--- src/rtl/agc_timer_gen_if.sv ---
// Bundle of the monitor handshake inputs and all timing outputs of the
// AGC master timing generator.
interface agc_timer_gen_if;
  logic MSTP;
  logic MSTRT;
  logic P01, P02, P03, P04;
  logic T01, T02, T03, T04, T05, T06, T07, T08, T09, T10, T11, T12;
  logic MCTEND;
  logic STOPPED;
  logic FS01_;
  logic F01A;
  logic F01B;

  modport master (
    input  MSTP, MSTRT,
    output P01, P02, P03, P04,
    output T01, T02, T03, T04, T05, T06, T07, T08, T09, T10, T11, T12,
    output MCTEND, STOPPED, FS01_, F01A, F01B
  );

  modport slave (
    output MSTP, MSTRT,
    input  P01, P02, P03, P04,
    input  T01, T02, T03, T04, T05, T06, T07, T08, T09, T10, T11, T12,
    input  MCTEND, STOPPED, FS01_, F01A, F01B
  );
endinterface

--- src/rtl/agc_timer_gen.sv ---
// AGC master timing generator: four-phase rotation, twelve-pulse time ring
// (one MCT = 48 clocks), monitor stop/single-step, and the free-running
// FS01_ scaler drive with its edge strobes.
//
// state    | meaning
// ---------+-----------------------------------------------------------
// ST_START | just out of reset; next cycle is T01/P01
// ST_RUN   | phase and ring advancing
// ST_HALT  | ring parked between MCTs, waiting for resume or single step
module agc_timer_gen #(
  parameter int GATE_DELAY = 20,
  parameter int FS01_HALF  = 10
) (
  input  logic             CLOCK,
  input  logic             rst,
  agc_timer_gen_if.master  bus
);

  if (FS01_HALF < 2 || FS01_HALF > 255 || GATE_DELAY < 0) begin : g_bad_param
    $error("agc_timer_gen: FS01_HALF must be 2..255 and GATE_DELAY non-negative");
  end

  typedef enum logic [1:0] {
    ST_START = 2'd0,
    ST_RUN   = 2'd1,
    ST_HALT  = 2'd2
  } state_t;

  localparam logic [7:0] PRESC_LAST = 8'(FS01_HALF - 1);

  state_t      state_q, state_d;
  logic [1:0]  phase_q, phase_d;
  logic [3:0]  ring_q, ring_d;
  logic [3:0]  p_q, p_d;
  logic [11:0] t_q, t_d;
  logic        mctend_q, mctend_d;
  logic        stopped_q, stopped_d;
  logic [7:0]  presc_q, presc_d;
  logic        fs01_q, fs01_d;
  logic        f01a_q, f01a_d;
  logic        f01b_q, f01b_d;
  logic        last_cycle;
  logic        presc_wrap;

  assign last_cycle = (phase_q == 2'd3) && (ring_q == 4'd11);
  assign presc_wrap = (presc_q == PRESC_LAST);

  // Ring next-state: stop is only honoured at the MCT boundary.
  always_comb begin
    state_d = state_q;
    phase_d = phase_q;
    ring_d  = ring_q;
    case (state_q)
      ST_START: begin
        state_d = ST_RUN;
        phase_d = 2'd0;
        ring_d  = 4'd0;
      end
      ST_RUN: begin
        if (last_cycle) begin
          phase_d = 2'd0;
          ring_d  = 4'd0;
          state_d = bus.MSTP ? ST_HALT : ST_RUN;
        end else begin
          phase_d = phase_q + 2'd1;
          if (phase_q == 2'd3) begin
            ring_d = ring_q + 4'd1;
          end
        end
      end
      ST_HALT: begin
        if (!bus.MSTP || bus.MSTRT) begin
          state_d = ST_RUN;
          phase_d = 2'd0;
          ring_d  = 4'd0;
        end
      end
      default: begin
        state_d = ST_START;
        phase_d = 2'd0;
        ring_d  = 4'd0;
      end
    endcase
  end

  // Output decode from the next state so every output leaves a flop.
  always_comb begin
    p_d       = '0;
    t_d       = '0;
    mctend_d  = 1'b0;
    stopped_d = (state_d == ST_HALT);
    if (state_d == ST_RUN) begin
      p_d[phase_d] = 1'b1;
      t_d[ring_d]  = 1'b1;
      mctend_d     = (phase_d == 2'd3) && (ring_d == 4'd11);
    end
  end

  // Prescaler keeps counting through halts; strobes mark the FS01_ edges.
  always_comb begin
    presc_d = presc_wrap ? 8'd0 : presc_q + 8'd1;
    fs01_d  = presc_wrap ? ~fs01_q : fs01_q;
    f01a_d  = presc_wrap &  fs01_q;
    f01b_d  = presc_wrap & ~fs01_q;
  end

  // State and output registers with synchronous active-low reset.
  always_ff @(posedge CLOCK) begin
    if (!rst) begin
      state_q   <= ST_START;
      phase_q   <= 2'd0;
      ring_q    <= 4'd0;
      p_q       <= '0;
      t_q       <= '0;
      mctend_q  <= 1'b0;
      stopped_q <= 1'b0;
      presc_q   <= 8'd0;
      fs01_q    <= 1'b1;
      f01a_q    <= 1'b0;
      f01b_q    <= 1'b0;
    end else begin
      state_q   <= state_d;
      phase_q   <= phase_d;
      ring_q    <= ring_d;
      p_q       <= p_d;
      t_q       <= t_d;
      mctend_q  <= mctend_d;
      stopped_q <= stopped_d;
      presc_q   <= presc_d;
      fs01_q    <= fs01_d;
      f01a_q    <= f01a_d;
      f01b_q    <= f01b_d;
    end
  end

  assign bus.P01 = p_q[0];
  assign bus.P02 = p_q[1];
  assign bus.P03 = p_q[2];
  assign bus.P04 = p_q[3];
  assign bus.T01 = t_q[0];
  assign bus.T02 = t_q[1];
  assign bus.T03 = t_q[2];
  assign bus.T04 = t_q[3];
  assign bus.T05 = t_q[4];
  assign bus.T06 = t_q[5];
  assign bus.T07 = t_q[6];
  assign bus.T08 = t_q[7];
  assign bus.T09 = t_q[8];
  assign bus.T10 = t_q[9];
  assign bus.T11 = t_q[10];
  assign bus.T12 = t_q[11];
  assign bus.MCTEND  = mctend_q;
  assign bus.STOPPED = stopped_q;
  assign bus.FS01_   = fs01_q;
  assign bus.F01A    = f01a_q;
  assign bus.F01B    = f01b_q;

endmodule

--- src/flat_wrapper.sv ---
// flat-port wrapper written by rule: the top's interface ports become plain ports
module agc_timer_gen_flat 
#(
  parameter int GATE_DELAY = 20,
  parameter int FS01_HALF  = 10
)
  (CLOCK, rst, bus_MSTP, bus_MSTRT, bus_P01, bus_P02, bus_P03, bus_P04, bus_T01, bus_T02, bus_T03, bus_T04, bus_T05, bus_T06, bus_T07, bus_T08, bus_T09, bus_T10, bus_T11, bus_T12, bus_MCTEND, bus_STOPPED, bus_FS01_, bus_F01A, bus_F01B);
  agc_timer_gen_if bus_i ();
  input  logic CLOCK;
  input  logic rst;
  input wire logic [$bits(bus_i.MSTP)-1:0] bus_MSTP;
  input wire logic [$bits(bus_i.MSTRT)-1:0] bus_MSTRT;
  output wire logic [$bits(bus_i.P01)-1:0] bus_P01;
  output wire logic [$bits(bus_i.P02)-1:0] bus_P02;
  output wire logic [$bits(bus_i.P03)-1:0] bus_P03;
  output wire logic [$bits(bus_i.P04)-1:0] bus_P04;
  output wire logic [$bits(bus_i.T01)-1:0] bus_T01;
  output wire logic [$bits(bus_i.T02)-1:0] bus_T02;
  output wire logic [$bits(bus_i.T03)-1:0] bus_T03;
  output wire logic [$bits(bus_i.T04)-1:0] bus_T04;
  output wire logic [$bits(bus_i.T05)-1:0] bus_T05;
  output wire logic [$bits(bus_i.T06)-1:0] bus_T06;
  output wire logic [$bits(bus_i.T07)-1:0] bus_T07;
  output wire logic [$bits(bus_i.T08)-1:0] bus_T08;
  output wire logic [$bits(bus_i.T09)-1:0] bus_T09;
  output wire logic [$bits(bus_i.T10)-1:0] bus_T10;
  output wire logic [$bits(bus_i.T11)-1:0] bus_T11;
  output wire logic [$bits(bus_i.T12)-1:0] bus_T12;
  output wire logic [$bits(bus_i.MCTEND)-1:0] bus_MCTEND;
  output wire logic [$bits(bus_i.STOPPED)-1:0] bus_STOPPED;
  output wire logic [$bits(bus_i.FS01_)-1:0] bus_FS01_;
  output wire logic [$bits(bus_i.F01A)-1:0] bus_F01A;
  output wire logic [$bits(bus_i.F01B)-1:0] bus_F01B;
  assign bus_i.MSTP = bus_MSTP;
  assign bus_i.MSTRT = bus_MSTRT;
  assign bus_P01 = bus_i.P01;
  assign bus_P02 = bus_i.P02;
  assign bus_P03 = bus_i.P03;
  assign bus_P04 = bus_i.P04;
  assign bus_T01 = bus_i.T01;
  assign bus_T02 = bus_i.T02;
  assign bus_T03 = bus_i.T03;
  assign bus_T04 = bus_i.T04;
  assign bus_T05 = bus_i.T05;
  assign bus_T06 = bus_i.T06;
  assign bus_T07 = bus_i.T07;
  assign bus_T08 = bus_i.T08;
  assign bus_T09 = bus_i.T09;
  assign bus_T10 = bus_i.T10;
  assign bus_T11 = bus_i.T11;
  assign bus_T12 = bus_i.T12;
  assign bus_MCTEND = bus_i.MCTEND;
  assign bus_STOPPED = bus_i.STOPPED;
  assign bus_FS01_ = bus_i.FS01_;
  assign bus_F01A = bus_i.F01A;
  assign bus_F01B = bus_i.F01B;
  agc_timer_gen #(.GATE_DELAY(GATE_DELAY), .FS01_HALF(FS01_HALF)) u_core (.CLOCK(CLOCK), .rst(rst), .bus(bus_i));
endmodule
--- config.mk ---
export PLATFORM = sky130hd
export DESIGN_NAME = agc_timer_gen_flat
export DESIGN_NICKNAME = d
export VERILOG_FILES = /design/src/rtl/agc_timer_gen_if.sv /design/src/rtl/agc_timer_gen.sv /design/src/flat_wrapper.sv
export SDC_FILE = /design/constraint.sdc
export NUM_CORES = 1
export LEC_CHECK = 0
export CORE_UTILIZATION = 57
export DETAILED_ROUTE_END_ITERATION = 10
export PLACE_DENSITY_LB_ADDON = 0.05
export SKIP_LAST_GASP = 1
export SLEW_MARGIN = 20
export SYNTH_ARGS = -nofsm -noshare
export SYNTH_HDL_FRONTEND = slang
export SYNTH_SLANG_ARGS = --single-unit
--- constraint.sdc ---
create_clock -name CLOCK -period 3.7 [get_ports CLOCK]
set_clock_uncertainty 0.1 [all_clocks]
set_input_delay 0.37 -clock CLOCK [delete_from_list [all_inputs] [get_ports CLOCK]]
set_output_delay 0.37 -clock CLOCK [all_outputs]
set_load 0.05 [all_outputs]
## Word-level counts from Yosys, hierarchy flattened

Cells that the tools add are included.

| word-level totals | value |
|---|---|
| bits in latches | 0 |
| memory bits (writable) | 0 |
| output and inout bits | 21 |
| bits in registers | 37 |
| ROM bits | 0 |
| memories | 0 |

| cells by class | value |
|---|---|
| bitwise gates (word level) | 4 |
| shift-type cells | 0 |
| $mul | 0 |
| div/mod/pow operators | 0 |
| $lt $le $gt $ge | 4 |
| reduce and logical (&&, ||, !) cells | 9 |
| eq/ne operators | 9 |
| add/subtract/negate cells | 3 |
| mux-type cells | 15 |

Operator list:

| cell | count |
|---|---|
| 4-bit two-way mux | 3 |
| 2-bit two-way mux | 5 |
| 8-bit by 1-bit adder with 8-bit output, second input constant | 1 |
| 2-bit == test, second input constant | 4 |
| 4-bit == test, second input constant | 2 |
| 8-bit by 4-bit == test with 1-bit output, second input constant | 1 |
| 4-bit case mux with 2 select lines | 1 |
| 2-bit case mux with 3 select lines | 1 |
| 4-bit by 5-bit < comparator with 1-bit output, second input constant | 1 |
| 4-bit by 1-bit adder with 4-bit output, second input constant | 1 |
| 1-bit demux with 4-bit select | 1 |
| 2-bit by 1-bit == test with 1-bit output, second input constant | 2 |
| 4-bit by 1-bit >= comparator with 1-bit output, second input constant | 1 |
| 1-bit logical AND | 4 |
| 2-bit case mux with 2 select lines | 1 |
| 2-bit by 3-bit < comparator with 1-bit output, second input constant | 1 |
| 2-bit by 1-bit adder with 2-bit output, second input constant | 1 |
| 1-bit AND | 2 |
| 1-bit demux with 2-bit select | 1 |
| 2-bit by 1-bit >= comparator with 1-bit output, second input constant | 1 |
| 2-bit logical NOT | 1 |
| 1-bit two-way mux | 2 |
| 1-bit inverter | 2 |
| 2-bit AND reduction | 1 |
| 3 further kinds | 3 |

## Logic depth before layout (Yosys ltp)

| logic depth | value |
|---|---|
| word-level depth | 8 |
| gate-level depth with buffers | 8 |
| mapped depth without buffers | 7 |

## Worst setup path after synthesis

Ideal clock, no wire load.

| timing | value |
|---|---|
| path type | flip-flop to flip-flop |
| start point | reg u_core.ring_q[0] |
| end point | reg u_core.t_q[1] |
| slack | 1666 ps |
| setup time | 78 ps |
| path buffers | 2 |
| required time | 3522 ps |
| cell stages (with the launch flop) | 9 |
| arrival time | 1856 ps |
| cell sequence | dfxtp_1 > ha_1 > and4b_1 > buf_6 > mux2i_1 > a221oi_4 > nand3b_4 > buf_8 > nor3_1 |

| between the ends | value |
|---|---|
| longest elaborated chain between the ends | 8 |

RTL lines:

| what | RTL line | RTL |
|---|---|---|
| start, declared | agc_timer_gen.sv:33 | `logic [3:0] ring_q, ring_d;` |
| start signal, assigned | agc_timer_gen.sv:124 | `ring_q <= ring_d;` |
| 4-bit by 1-bit adder with 4-bit output or 4-bit == test (tied branches) | agc_timer_gen.sv:67, agc_timer_gen.sv:45 |  |
| 4-bit two-way mux or 1-bit logical AND (tied branches) | agc_timer_gen.sv:66, agc_timer_gen.sv:45 |  |
| 4-bit two-way mux | agc_timer_gen.sv:60 | `if (last_cycle) begin` |
| 4-bit case mux with 2 select lines | agc_timer_gen.sv:53 | `case (state_q)` |
| 4-bit by 5-bit < comparator with 1-bit output (not written as such) or 4-bit by 1-bit >= comparator with 1-bit output (tied branches) | agc_timer_gen.sv:94 | `t_d[ring_d] = 1'b1;` |
| 1-bit logical AND (not written as such) | agc_timer_gen.sv:94 |  |
| 1-bit two-way mux (not written as such) | agc_timer_gen.sv:94 |  |
| 1-bit demux with 4-bit select | n/a |  |
| end signal, assigned | agc_timer_gen.sv:126 | `t_q <= t_d;` |
| end, declared | agc_timer_gen.sv:35 | `logic [11:0] t_q, t_d;` |

Parallel ways exist; a longest one is shown, timed or not.
A chain may end at the register's enable or synchronous reset.

## Worst setup path after layout

| timing | value |
|---|---|
| start point | reg u_core.ring_q[0] |
| end point | reg u_core.t_q[4] |

Same word-level chain as after synthesis.

==> report_table.html <==
<table>
<tr><th>Metric</th><th>Value</th></tr>
<tr><th colspan="2">STA</th></tr>
<tr><td>Count of final hold-check violations</td><td>0</td></tr>
<tr><td>Transition time at the pin with the least slew margin</td><td>0.7057 ns</td></tr>
<tr><td>Worst hold slack</td><td>0.3783 ns</td></tr>
<tr><td>RSZ-0062 raised after global routing</td><td>false</td></tr>
<tr><td>Final worst-path cycle share</td><td>66.62%</td></tr>
<tr><td>Number of slew-limit violations in the final report</td><td>0</td></tr>
<tr><td>Final-layout setup total negative slack</td><td>0 ns</td></tr>
<tr><td>Final setup violation count</td><td>0</td></tr>
<tr><td>Minimum clock period</td><td>2.465 ns</td></tr>
<tr><td>Maximum operating frequency</td><td>0.4057 GHz</td></tr>
<tr><td>Tightest slew margin relative to the limit</td><td>52.55%</td></tr>
<tr><th colspan="2">Route</th></tr>
<tr><td>Count of routing violations after the opening detailed-route iteration</td><td>42</td></tr>
<tr><td>Routed wire length</td><td>3.218 mm</td></tr>
<tr><td>DRC viols</td><td>0</td></tr>
<tr><td>Total number of vias</td><td>1325</td></tr>
<tr><td>Via-per-instance ratio</td><td>5.736</td></tr>
<tr><td>Final antenna-violating net count</td><td>0</td></tr>
<tr><td>DR pass1 iterations</td><td>4</td></tr>
<tr><td>Mean routed wirelength per cell</td><td>13.93 microns</td></tr>
<tr><th colspan="2">Place</th></tr>
<tr><td>Dpl cell area</td><td>1894 sq um</td></tr>
<tr><td>Placer's final routability congestion estimate</td><td>0.8878</td></tr>
<tr><td>Estimated wirelength of the detail-placed design</td><td>2.375 mm</td></tr>
<tr><td>IO buf count</td><td>24</td></tr>
<tr><td># placed instances</td><td>224</td></tr>
<tr><th colspan="2">Global route</th></tr>
<tr><td>First-pass GRT wire length</td><td>5.506 mm</td></tr>
<tr><td>Pin count of the biggest net entering global routing</td><td>15</td></tr>
<tr><td>Initial antenna violation count</td><td>0</td></tr>
<tr><td>Sum of overflow across all layers after global routing</td><td>0</td></tr>
<tr><td>Aggregate global-route resource usage</td><td>22.88%</td></tr>
<tr><td>Via count of the first global-routing pass</td><td>1251</td></tr>
<tr><th colspan="2">CTS</th></tr>
<tr><td>Buffer type at the clock tree root</td><td>clkbuf_4</td></tr>
<tr><td>CTS buffer count</td><td>5</td></tr>
<tr><td>Total setup buffers inserted after CTS</td><td>0</td></tr>
<tr><td>Maximum clock path buffer count</td><td>2</td></tr>
<tr><td>Clock edge transition at the registers on the reported setup and hold paths</td><td>0.11 ns</td></tr>
<tr><td>Number of resized instances in the post-cts repair step</td><td>0</td></tr>
<tr><td>CTS H-Tree Depth</td><td>2</td></tr>
<tr><td>Number of clock sinks</td><td>37</td></tr>
<tr><td>Number of hold-repair buffers added at the cts stage</td><td>0</td></tr>
<tr><td>Insertion delay of the later-clocked pin in the worst-skew pair</td><td>0.34 ns</td></tr>
<tr><td>CTS tree</td><td>yes</td></tr>
<tr><th colspan="2">Outcome</th></tr>
<tr><td>Result of the run</td><td>finished clean</td></tr>
<tr><th colspan="2">Cells and area</th></tr>
<tr><td>ANT cells</td><td>0</td></tr>
<tr><td>Util after Layout</td><td>70.22%</td></tr>
<tr><td>Final Instance Area</td><td>1953 sq um</td></tr>
<tr><td>Number of nets in the final layout</td><td>212</td></tr>
<tr><td>Filler instances</td><td>228</td></tr>
<tr><td>Commonest non-fill, non-tap cell in the layout</td><td>dfxtp_1</td></tr>
<tr><td>Most frequent cells in the layout</td><td>dfxtp_1 (37), clkdlybuf4s50_1 (24), nor2_1 (22), nand2_1 (11), nand3_1 (9)</td></tr>
<tr><td>Area growth from synthesis to final layout</td><td>16.15%</td></tr>
<tr><td>Number of standard cells in the layout, taps in and fillers out</td><td>231</td></tr>
<tr><td>Share of final-layout standard cells stronger than drive strength 1</td><td>7.000%</td></tr>
<tr><th colspan="2">Worst setup path</th></tr>
<tr><td>Number of logic stages on the critical path including buffering</td><td>6</td></tr>
<tr><td>Data required time at the worst endpoint</td><td>3.84 ns</td></tr>
<tr><td>Cells along the critical path</td><td>ha_1, and4b_1, mux2i_1, a221oi_4, nand3b_4, nor4_1</td></tr>
<tr><td>Register-to-register setup slack</td><td>1.24 ns</td></tr>
<tr><td>Startpoint of the worst setup timing path</td><td>u_core.ring_q[0]</td></tr>
<tr><td>Master of the slowest instance on the critical path</td><td>dfxtp_1</td></tr>
<tr><td>Kind of start point of the critical path</td><td>register</td></tr>
<tr><td>Endpoint of the worst setup timing path</td><td>u_core.t_q[4]</td></tr>
<tr><td>Worst path buffer plus inverter count</td><td>0</td></tr>
<tr><td>Classification of the worst setup path</td><td>register to register</td></tr>
<tr><td>Worst flop-to-flop path endpoint</td><td>u_core.t_q[4]</td></tr>
<tr><td>Worst r2r src</td><td>u_core.ring_q[0]</td></tr>
<tr><td>Biggest cell delay along the critical path</td><td>0.50 ns</td></tr>
<tr><td>Crit end category</td><td>register</td></tr>
<tr><td>Arrival @ worst endpoint</td><td>2.61 ns</td></tr>
<tr><td>Number of cells traversed by the worst register-to-register path</td><td>6</td></tr>
<tr><td>Critical path fanouts, max</td><td>14</td></tr>
<tr><td>Family with the most delay on the worst path</td><td>simple AND/OR/NAND/NOR gates</td></tr>
<tr><th colspan="2">Job</th></tr>
<tr><td>Maxcap violations</td><td>0</td></tr>
<tr><th colspan="2">Synth</th></tr>
<tr><td>Instance count of the mapped netlist</td><td>180</td></tr>
<tr><td>Post-synth net total</td><td>192</td></tr>
<tr><td>Number of distinct standard cells referenced by the synthesized netlist</td><td>46</td></tr>
<tr><td>Most frequently used flop master after synthesis</td><td>dfxtp_1</td></tr>
<tr><td>Cell types with the largest area share after synthesis</td><td>dfxtp_1 (44%), ha_1 (6.0%), nor2_1 (4.9%), nand3_1 (2.7%), xnor2_1 (2.6%)</td></tr>
<tr><td>Share of the synthesized area in the top cell type</td><td>44.05%</td></tr>
<tr><td>Post-synthesis sequential area ratio</td><td>44.05%</td></tr>
<tr><td>Biggest area consumer among synthesized cells</td><td>dfxtp_1</td></tr>
<tr><td>Post-synthesis instance area</td><td>1682 sq um</td></tr>
<tr><td>Async set-or-reset flop fraction in the synthesized netlist</td><td>0%</td></tr>
<tr><td>Synthesized flop and latch total</td><td>37</td></tr>
<tr><td>Number of warnings reported in the yosys synthesis log</td><td>0</td></tr>
<tr><td>Syn Area/Cell</td><td>9.342 sq um</td></tr>
<tr><td>Number of flops mapped to enable cells by yosys</td><td>0</td></tr>
<tr><th colspan="2">Floorplan</th></tr>
<tr><td>Number of ports placed on the die boundary</td><td>25</td></tr>
<tr><td>Initial core utilization</td><td>60.46%</td></tr>
<tr><td>Total die area</td><td>3171 sq um</td></tr>
<tr><td>Die outline height</td><td>56.32 microns</td></tr>
<tr><td>Placeable core region</td><td>2781 sq um</td></tr>
<tr><td>Chip width</td><td>56.32 microns</td></tr>
<tr><td>Count of standard-cell rows</td><td>19</td></tr>
<tr><th colspan="2">Power</th></tr>
<tr><td>Worst vdd ir</td><td>0.3465 mV</td></tr>
<tr><td>Combinational group share of total power</td><td>8.9%</td></tr>
<tr><td>Clock network power share</td><td>31.4%</td></tr>
<tr><td>Power density over the cells</td><td>350.7 nW/um^2</td></tr>
<tr><td>Switching power</td><td>0.0001705 W</td></tr>
<tr><td>LEAKAGE</td><td>0.7355 nW</td></tr>
<tr><td>Internal cell power</td><td>0.0005145 W</td></tr>
<tr><td>Power share of the sequential group</td><td>59.7%</td></tr>
<tr><td>Switch share</td><td>24.89%</td></tr>
<tr><th colspan="2">Min path</th></tr>
<tr><td>Worst Hold Class</td><td>register to register</td></tr>
</table>
## cell families (layout without fill, tap and decap cells)
logic type / count (synthesis) / in the layout / share of synthesized area (%)
AO/OA/AOI/OAI: 25 / 25 / 11.83
XOR/XNOR: 9 / 9 / 4.687
adder cells (fa/ha/maj): 8 / 8 / 5.953
buffers and inverters: 17 / 37 / 5.282
flip-flops: 37 / 37 / 44.05
multiplexers: 1 / 1 / 0.5953
AND/OR/NAND/NOR: 83 / 83 / 27.60
## sequential cells by signal (all words and copies together), names as in the netlist, 2 cells and up
name	flops
u_core.t_q	12
u_core.p_q	4
u_core.presc_q	8
u_core.state_q	2
u_core.ring_q	4
u_core.phase_q	2
## power by group through the flow
stage / clock, W / sequential (W) / combinational, W
after floorplan: 0 / 0.000426 / 0.0000389
after global placement: 0 / 0.000418 / 0.0000580
after detailed placement: 0 / 0.000418 / 0.0000608
after CTS: 0.000223 / 0.000409 / 0.0000610
after global routing: 0.000238 / 0.000410 / 0.0000659
final: 0.000215 / 0.000409 / 0.0000609
## cell usage after synthesis, drive strengths merged, types with 4 or more instances
| library cell | number |
|---|---|
| and3 | 6 |
| nor2 | 22 |
| dfxtp | 37 |
| ha | 8 |
| nand3 | 9 |
| nor3 | 11 |
| xnor2 | 5 |
| a21oi | 4 |
| buf | 6 |
| clkbuf | 5 |
| o21ai | 5 |
| inv | 6 |
| nor4 | 4 |
| nand2 | 11 |
| xor2 | 4 |
## worst min path at each step
stage | startpoint | end | slack, ns | cells after the start
finish | u_core.presc_q[0] | u_core.presc_q[0] | 0.38 | 1
global route | u_core.presc_q[0] | u_core.presc_q[0] | 0.40 | 1
CTS | u_core.presc_q[0] | u_core.presc_q[0] | 0.39 | 1
detailed placement | u_core.presc_q[0] | u_core.presc_q[0] | 0.36 | 1
global placement | u_core.presc_q[0] | u_core.presc_q[0] | 0.34 | 1
floorplan | u_core.presc_q[0] | u_core.presc_q[0] | 0.33 | 1
## per-stage QoR
step	total power, W	setup WS [ns]
5_1_grt	0.0007144	1.054
3_3_place_gp	0.0004759	1.392
3_5_place_dp	0.0004790	1.299
6_report	0.0006850	1.235
4_1_cts	0.0006931	1.266
2_1_floorplan	0.0004647	1.666
## worst register-to-register path, cell delays in order (launching register included)
cell and delay [ns]:
dfxtp_1 0.50, ha_1 0.34, and4b_1 0.37, mux2i_1 0.31
a221oi_4 0.14, nand3b_4 0.30, nor4_1 0.32
## cell type report
cell class | instances | area (sq um) | area share, %
Timing Repair Buffer | 24 | 240.2 | 12.30
Tap cell | 31 | 38.79 | 1.986
Clock inverter | 1 | 7.507 | 0.3844
Multi-Input combinational cell | 126 | 852.1 | 43.63
Inverter | 6 | 22.52 | 1.153
Clock buffer | 6 | 51.30 | 2.627
Sequential cell | 37 | 740.7 | 37.92
## layer usage
metal | GRT usage (%) | routed length, microns | vias to the layer above | share of wire [%]
li1 | - | - | 673 | -
met1 | 27.07 | 1420 | 610 | 44
met2 | 38.44 | 1597 | 31 | 50
met3 | 6.912 | 120 | 11 | 3.7
met4 | 9.756 | 80 | 0 | 2.5
met5 | 0 | 0 | - | 0
Note: power is estimated with default switching activity, not from simulation.
